<file path="src/rtl/divider6_pkg.sv">
// Shared definitions for the 6-bit sequential restoring divider.
package divider6_pkg;

  localparam int DEF_WIDTH = 6;

  typedef enum logic [1:0] {
    IDLE = 2'd0,
    CALC = 2'd1,
    FIN  = 2'd2
  } state_t;

  // Quotient reported when the divisor is zero
  localparam logic [DEF_WIDTH-1:0] DZ_QUOTIENT = '1;

endpackage

</file>
<file path="src/rtl/divider6_if.sv">
// Operand/result bus between the calculator controller and the divider.
interface divider6_if import divider6_pkg::*; #(
  parameter int WIDTH = DEF_WIDTH
) ();

  logic             START;
  logic [WIDTH-1:0] A_DATA;
  logic [WIDTH-1:0] B_DATA;
  logic             BUSY;
  logic             DONE;
  logic [WIDTH-1:0] QUOTIENT;
  logic [WIDTH-1:0] REMAINDER;
  logic             DIV_ZERO;

  modport master (
    output START, A_DATA, B_DATA,
    input  BUSY, DONE, QUOTIENT, REMAINDER, DIV_ZERO
  );

  modport slave (
    input  START, A_DATA, B_DATA,
    output BUSY, DONE, QUOTIENT, REMAINDER, DIV_ZERO
  );

endinterface

</file>
<file path="src/rtl/divider6_div_step.sv">
// One restoring-division iteration: trial subtract of the divisor from the
// shifted partial remainder, keeping the difference only when it did not borrow.
module div_step import divider6_pkg::*; #(
  parameter int WIDTH = DEF_WIDTH
) (
  input  logic [WIDTH:0]   r_shift,
  input  logic [WIDTH-1:0] divisor,
  output logic [WIDTH:0]   r_next,
  output logic             q_bit
);

  logic [WIDTH:0] sub_b;
  logic [WIDTH:0] diff;
  logic           carry_out;

  assign sub_b = ~{1'b0, divisor};

  // Ripple of full adders: r_shift + ~divisor + 1; carry-out high means no borrow
  always_comb begin
    logic c;
    c    = 1'b1;
    diff = '0;
    for (int i = 0; i <= WIDTH; i++) begin
      diff[i] = r_shift[i] ^ sub_b[i] ^ c;
      c       = (r_shift[i] & sub_b[i]) | (c & (r_shift[i] ^ sub_b[i]));
    end
    carry_out = c;
  end

  assign q_bit  = carry_out;
  assign r_next = carry_out ? diff : r_shift;

endmodule

</file>
<file path="src/rtl/divider6.sv">
// Sequential unsigned restoring divider, one quotient bit per clock.
// START is accepted whenever BUSY is low, so a new operation may begin in
// the DONE cycle of the previous one.
module divider6 import divider6_pkg::*; #(
  parameter int WIDTH = DEF_WIDTH
) (
  input  logic     CLK,
  input  logic     RST,
  divider6_if.slave bus
);

  localparam int CNT_W = (WIDTH > 1) ? $clog2(WIDTH) : 1;
  localparam logic [WIDTH-1:0] DZ_Q =
    (WIDTH == DEF_WIDTH) ? WIDTH'(DZ_QUOTIENT) : '1;

  state_t           state, state_nxt;
  logic             busy, done, accept;
  logic [CNT_W-1:0] cnt;
  logic [WIDTH-1:0] a_reg, b_reg, q_work;
  logic [WIDTH:0]   r_reg;
  logic [WIDTH:0]   r_shift, r_next;
  logic             q_bit;
  logic [WIDTH-1:0] quotient, remainder;
  logic             div_zero;
  logic [1:0]       unused_msbs;

  // Partial remainder stays below the divisor, so its top bit and the
  // quotient shift-out bit never carry information.
  assign unused_msbs = {r_reg[WIDTH], q_work[WIDTH-1]};

  assign r_shift = {r_reg[WIDTH-1:0], a_reg[WIDTH-1]};

  div_step #(.WIDTH(WIDTH)) u_step (
    .r_shift (r_shift),
    .divisor (b_reg),
    .r_next  (r_next),
    .q_bit   (q_bit)
  );

  // State register
  always_ff @(posedge CLK or posedge RST) begin
    if (RST) state <= IDLE;
    else     state <= state_nxt;
  end

  // Next-state logic: zero divisor skips straight to FIN
  always_comb begin
    state_nxt = state;
    case (state)
      IDLE, FIN: begin
        if (bus.START) state_nxt = (bus.B_DATA == '0) ? FIN : CALC;
        else           state_nxt = IDLE;
      end
      CALC:    if (cnt == '0) state_nxt = FIN;
      default: state_nxt = IDLE;
    endcase
  end

  // Handshake outputs decoded from state
  always_comb begin
    busy   = (state == CALC);
    done   = (state == FIN);
    accept = bus.START && !busy;
  end

  // Operand latch, iteration registers and held results
  always_ff @(posedge CLK or posedge RST) begin
    if (RST) begin
      a_reg     <= '0;
      b_reg     <= '0;
      q_work    <= '0;
      r_reg     <= '0;
      cnt       <= '0;
      quotient  <= '0;
      remainder <= '0;
      div_zero  <= 1'b0;
    end else if (accept) begin
      a_reg    <= bus.A_DATA;
      b_reg    <= bus.B_DATA;
      q_work   <= '0;
      r_reg    <= '0;
      cnt      <= CNT_W'(WIDTH - 1);
      div_zero <= (bus.B_DATA == '0);
      if (bus.B_DATA == '0) begin
        quotient  <= DZ_Q;
        remainder <= bus.A_DATA;
      end
    end else if (state == CALC) begin
      r_reg  <= r_next;
      a_reg  <= {a_reg[WIDTH-2:0], 1'b0};
      q_work <= {q_work[WIDTH-2:0], q_bit};
      cnt    <= cnt - 1'b1;
      if (cnt == '0) begin
        quotient  <= {q_work[WIDTH-2:0], q_bit};
        remainder <= r_next[WIDTH-1:0];
      end
    end
  end

  assign bus.BUSY      = busy;
  assign bus.DONE      = done;
  assign bus.QUOTIENT  = quotient;
  assign bus.REMAINDER = remainder;
  assign bus.DIV_ZERO  = div_zero;

endmodule

</file>
<file path="src/flat_wrapper.sv">
// flat-port wrapper written by rule: the top's interface ports become plain ports
module divider6_flat import divider6_pkg::*;
#(
  parameter int WIDTH = DEF_WIDTH
)
  (CLK, RST, bus_START, bus_A_DATA, bus_B_DATA, bus_BUSY, bus_DONE, bus_QUOTIENT, bus_REMAINDER, bus_DIV_ZERO);
  divider6_if #(.WIDTH(WIDTH)) bus_i ();
  input  logic CLK;
  input  logic RST;
  input wire logic [$bits(bus_i.START)-1:0] bus_START;
  input wire logic [$bits(bus_i.A_DATA)-1:0] bus_A_DATA;
  input wire logic [$bits(bus_i.B_DATA)-1:0] bus_B_DATA;
  output wire logic [$bits(bus_i.BUSY)-1:0] bus_BUSY;
  output wire logic [$bits(bus_i.DONE)-1:0] bus_DONE;
  output wire logic [$bits(bus_i.QUOTIENT)-1:0] bus_QUOTIENT;
  output wire logic [$bits(bus_i.REMAINDER)-1:0] bus_REMAINDER;
  output wire logic [$bits(bus_i.DIV_ZERO)-1:0] bus_DIV_ZERO;
  assign bus_i.START = bus_START;
  assign bus_i.A_DATA = bus_A_DATA;
  assign bus_i.B_DATA = bus_B_DATA;
  assign bus_BUSY = bus_i.BUSY;
  assign bus_DONE = bus_i.DONE;
  assign bus_QUOTIENT = bus_i.QUOTIENT;
  assign bus_REMAINDER = bus_i.REMAINDER;
  assign bus_DIV_ZERO = bus_i.DIV_ZERO;
  divider6 #(.WIDTH(WIDTH)) u_core (.CLK(CLK), .RST(RST), .bus(bus_i));
endmodule
</file>
<file path="config.mk">
export PLATFORM = sky130hd
export DESIGN_NAME = divider6_flat
export DESIGN_NICKNAME = d
export VERILOG_FILES = /design/src/rtl/divider6_pkg.sv /design/src/rtl/divider6_if.sv /design/src/rtl/divider6_div_step.sv /design/src/rtl/divider6.sv /design/src/flat_wrapper.sv
export SDC_FILE = /design/constraint.sdc
export NUM_CORES = 1
export LEC_CHECK = 0
export ABC_AREA = 1
export ABC_CLOCK_PERIOD_IN_PS = 3500
export BUFFER_PORTS_ARGS = -buffer_cell sky130_fd_sc_hd__buf_4
export CAP_MARGIN = 40
export CORE_ASPECT_RATIO = 0.8
export CORE_UTILIZATION = 40
export DETAILED_ROUTE_END_ITERATION = 8
export GPL_ROUTABILITY_DRIVEN = 1
export PLACE_DENSITY = 0.7
export SYNTH_ARGS = -nofsm -noshare
export SYNTH_HDL_FRONTEND = slang
export SYNTH_SLANG_ARGS = --single-unit
</file>
<file path="constraint.sdc">
create_clock -name CLK -period 3.5 [get_ports CLK]
set_input_delay 0 -clock CLK [delete_from_list [all_inputs] [get_ports CLK]]
set_output_delay 0 -clock CLK [all_outputs]
set_load 0.02 [all_outputs]
</file>
==> flow_summary.ini <==
[sta]
post-route-period-util_pct = 89.6
max_freq_mhz = 319
drv_slew = 0
slew_headroom_pct = 62.3
finalSetupViolations = 0
rsz0062_at_grt = false
worstMarginPinSlew_ps = 565
setup_ws_ps = 366
fin_skew_ps = 4.51
hold_viol = 0
min_period_ps = 3130
setup_tns_ps = 0

[clocking]
cts_hold_buf = 12
root_buffer = clkbuf_8
cts.sinks = 41
htreeDepth = 2
cts_buffer_depth = 2
cts_setup_buffers = 0
path_clk_slew_ps = 80
ctsResizeCount = 0
cts_buffers = 5
clk_latency_ps = 290
cts_tree = built

[global_route]
gr-total-overflow = 0
grt.total_usage_pct = 18.6
antenna_found_initial = 0
grt_pass1_vias = 1563
grt_pass1_wl_mm = 7.34
grt_start_max_net_pins = 24

[final_layout]
area_growth_pct = 25.3
nNetsFinal = 302
drive_above_1_share_pct = 17.1
layout_commonest_cell = nand2_1
final_area_um2 = 2500
layout_common_cells = nand2_1, dfrtp_1, buf_4, inv_1, nor2_1
instances_no_fill = 340
antenna_cells = 0

[synth]
ys_warn_count = 0
synth_nets = 260
synthArstFlopShare_pct = 100
yosys_register_bits = 41
yosys.cell_types.count = 21
syn_avg_cell_area_um2 = 8.40
syn-cell-area_um2 = 1990
synth-seq-area-share_pct = 51.5
ys.flop_type = dfrtp_1
synth_edf_count = 0
synth_cells = 237

[route]
dr_total_vias = 1643
routed_via_density = 4.83
drc = 0
dr.pass1.iters = 4
postRouteWirelength_mm = 4.25
drt_iter0_markers = 82
ant_nets = 0
avgRoutedWirePerCell_um = 12.5

[placed_design]
placed_cell_area_um2 = 2270
dp_slack_ps = 387
port_buffers = 29
gp_routability_congestion = 0.804
place_hpwl_mm = 2.93
placed_cells = 320

[run]
maxCapViolCount = 0

[worst_hold_path]
hp-class = input pin to flop

[worst_setup_path]
critPathKind = flop to flop
start_kind = flop
path_max_fanout = 8
cp_data_arrival_time_ps = 3370
endpoint_kind = flop
cp.required_ps = 3730

[power]
vdd_ir_drop_max_v = 0.000435
p_total_w = 0.00222
leakage_nw = 1.31
power_density_nw_per_um2 = 888

[floorplanning]
core_um2 = 4680
num_rows = 22
dieWidth_um = 80.9
die_y_um = 65.1
ios = 30
die_area_um2 = 5270
initial_core_util_pct = 42.6

[run_status]
outcome = finished, final reports clean
[critical path: stages (launching register included)]
cell     delay [ps]
dfrtp_1         400
inv_1            70
ha_1            150
fa_1            180
fa_1            170
inv_1            50
fa_1            380
fa_1            390
fa_1            390
nor2_1          410
nand2_1         110
nand2_1          90
nand2_1          60
nand2_1          70
nand3_1          70
nand2_1          80
[final cells by class]
class                      count  area (um2)
fill                         433        2180
sequential                    41        1030
multi-input combinational    162         823
timing repair buffer          43         373
inverter                      26        97.6
clock buffer                   7        96.3
tap                           60        75.1
clock inverter                 1        5.00
[report_power, final]
part | total, W | internal, W | switching (W) | leakage (nW)
Sequential | 0.000794 | 0.000676 | 0.000118 | 0.518
Combinational | 0.00108 | 0.000397 | 0.000683 | 0.740
Clock | 0.000342 | 0.000178 | 0.000164 | 0.0542
[synth_stat cells (3+ instances only)]
| cell | instances | area, um2 |
|---|---|---|
| nand2_1 | 88 | 330 |
| dfrtp_1 | 41 | 1030 |
| inv_1 | 24 | 90.1 |
| nor2_1 | 19 | 71.3 |
| o21ai_0 | 15 | 75.1 |
| nand3_1 | 9 | 45.0 |
| o22ai_1 | 9 | 56.3 |
| a21oi_1 | 6 | 30.0 |
| buf_2 | 6 | 30.0 |
| fa_1 | 5 | 100 |
| ha_1 | 3 | 37.5 |
[cell families after synthesis]
logic type	share of synthesized area, %
flip-flops	51.5
AND/OR/NAND/NOR	25.1
adder cells (fa/ha/maj)	6.91
AO/OA/AOI/OAI	9.36
buffers and inverters	7.16
[final timing paths]
path                                                            end  cells after the start  slack, ps                                 from
worst min-delay path                    u_core.a_reg[4]$_DFFE_PP0P_                      3         10                        bus_A_DATA[4]
max in group asynchronous               u_core.a_reg[1]$_DFFE_PP0P_                      5       2510                                  RST
worst max-delay path            u_core.bus.REMAINDER[0]$_DFFE_PP0P_                     15        370          u_core.a_reg[5]$_DFFE_PP0P_
min in group asynchronous       u_core.bus.REMAINDER[4]$_DFFE_PP0P_                      3        270                                  RST
worst min register to register  u_core.bus.REMAINDER[4]$_DFFE_PP0P_                      2        480  u_core.bus.REMAINDER[4]$_DFFE_PP0P_
worst max register to register  u_core.bus.REMAINDER[0]$_DFFE_PP0P_                     15        370          u_core.a_reg[5]$_DFFE_PP0P_
[metrics by stage]
stage	utilization (%)	hold WS, ps
after floorplan	-	110
after global placement	48.0	207
after detailed placement	48.6	45.3
after CTS	53.3	9.10
after global routing	53.3	39.5
final	53.3	13.9
[routing by layer]
layer / vias up / routed length (um) / global-route usage, %
li1: 830 / - / -
met1: 773 / 2060 / 25.9
met2: 35 / 1930 / 28.7
met3: 5 / 213 / 3.89
met4: 0 / 42 / 6.47
met5: - / 0 / 0
(Power assumes the default switching activity.)
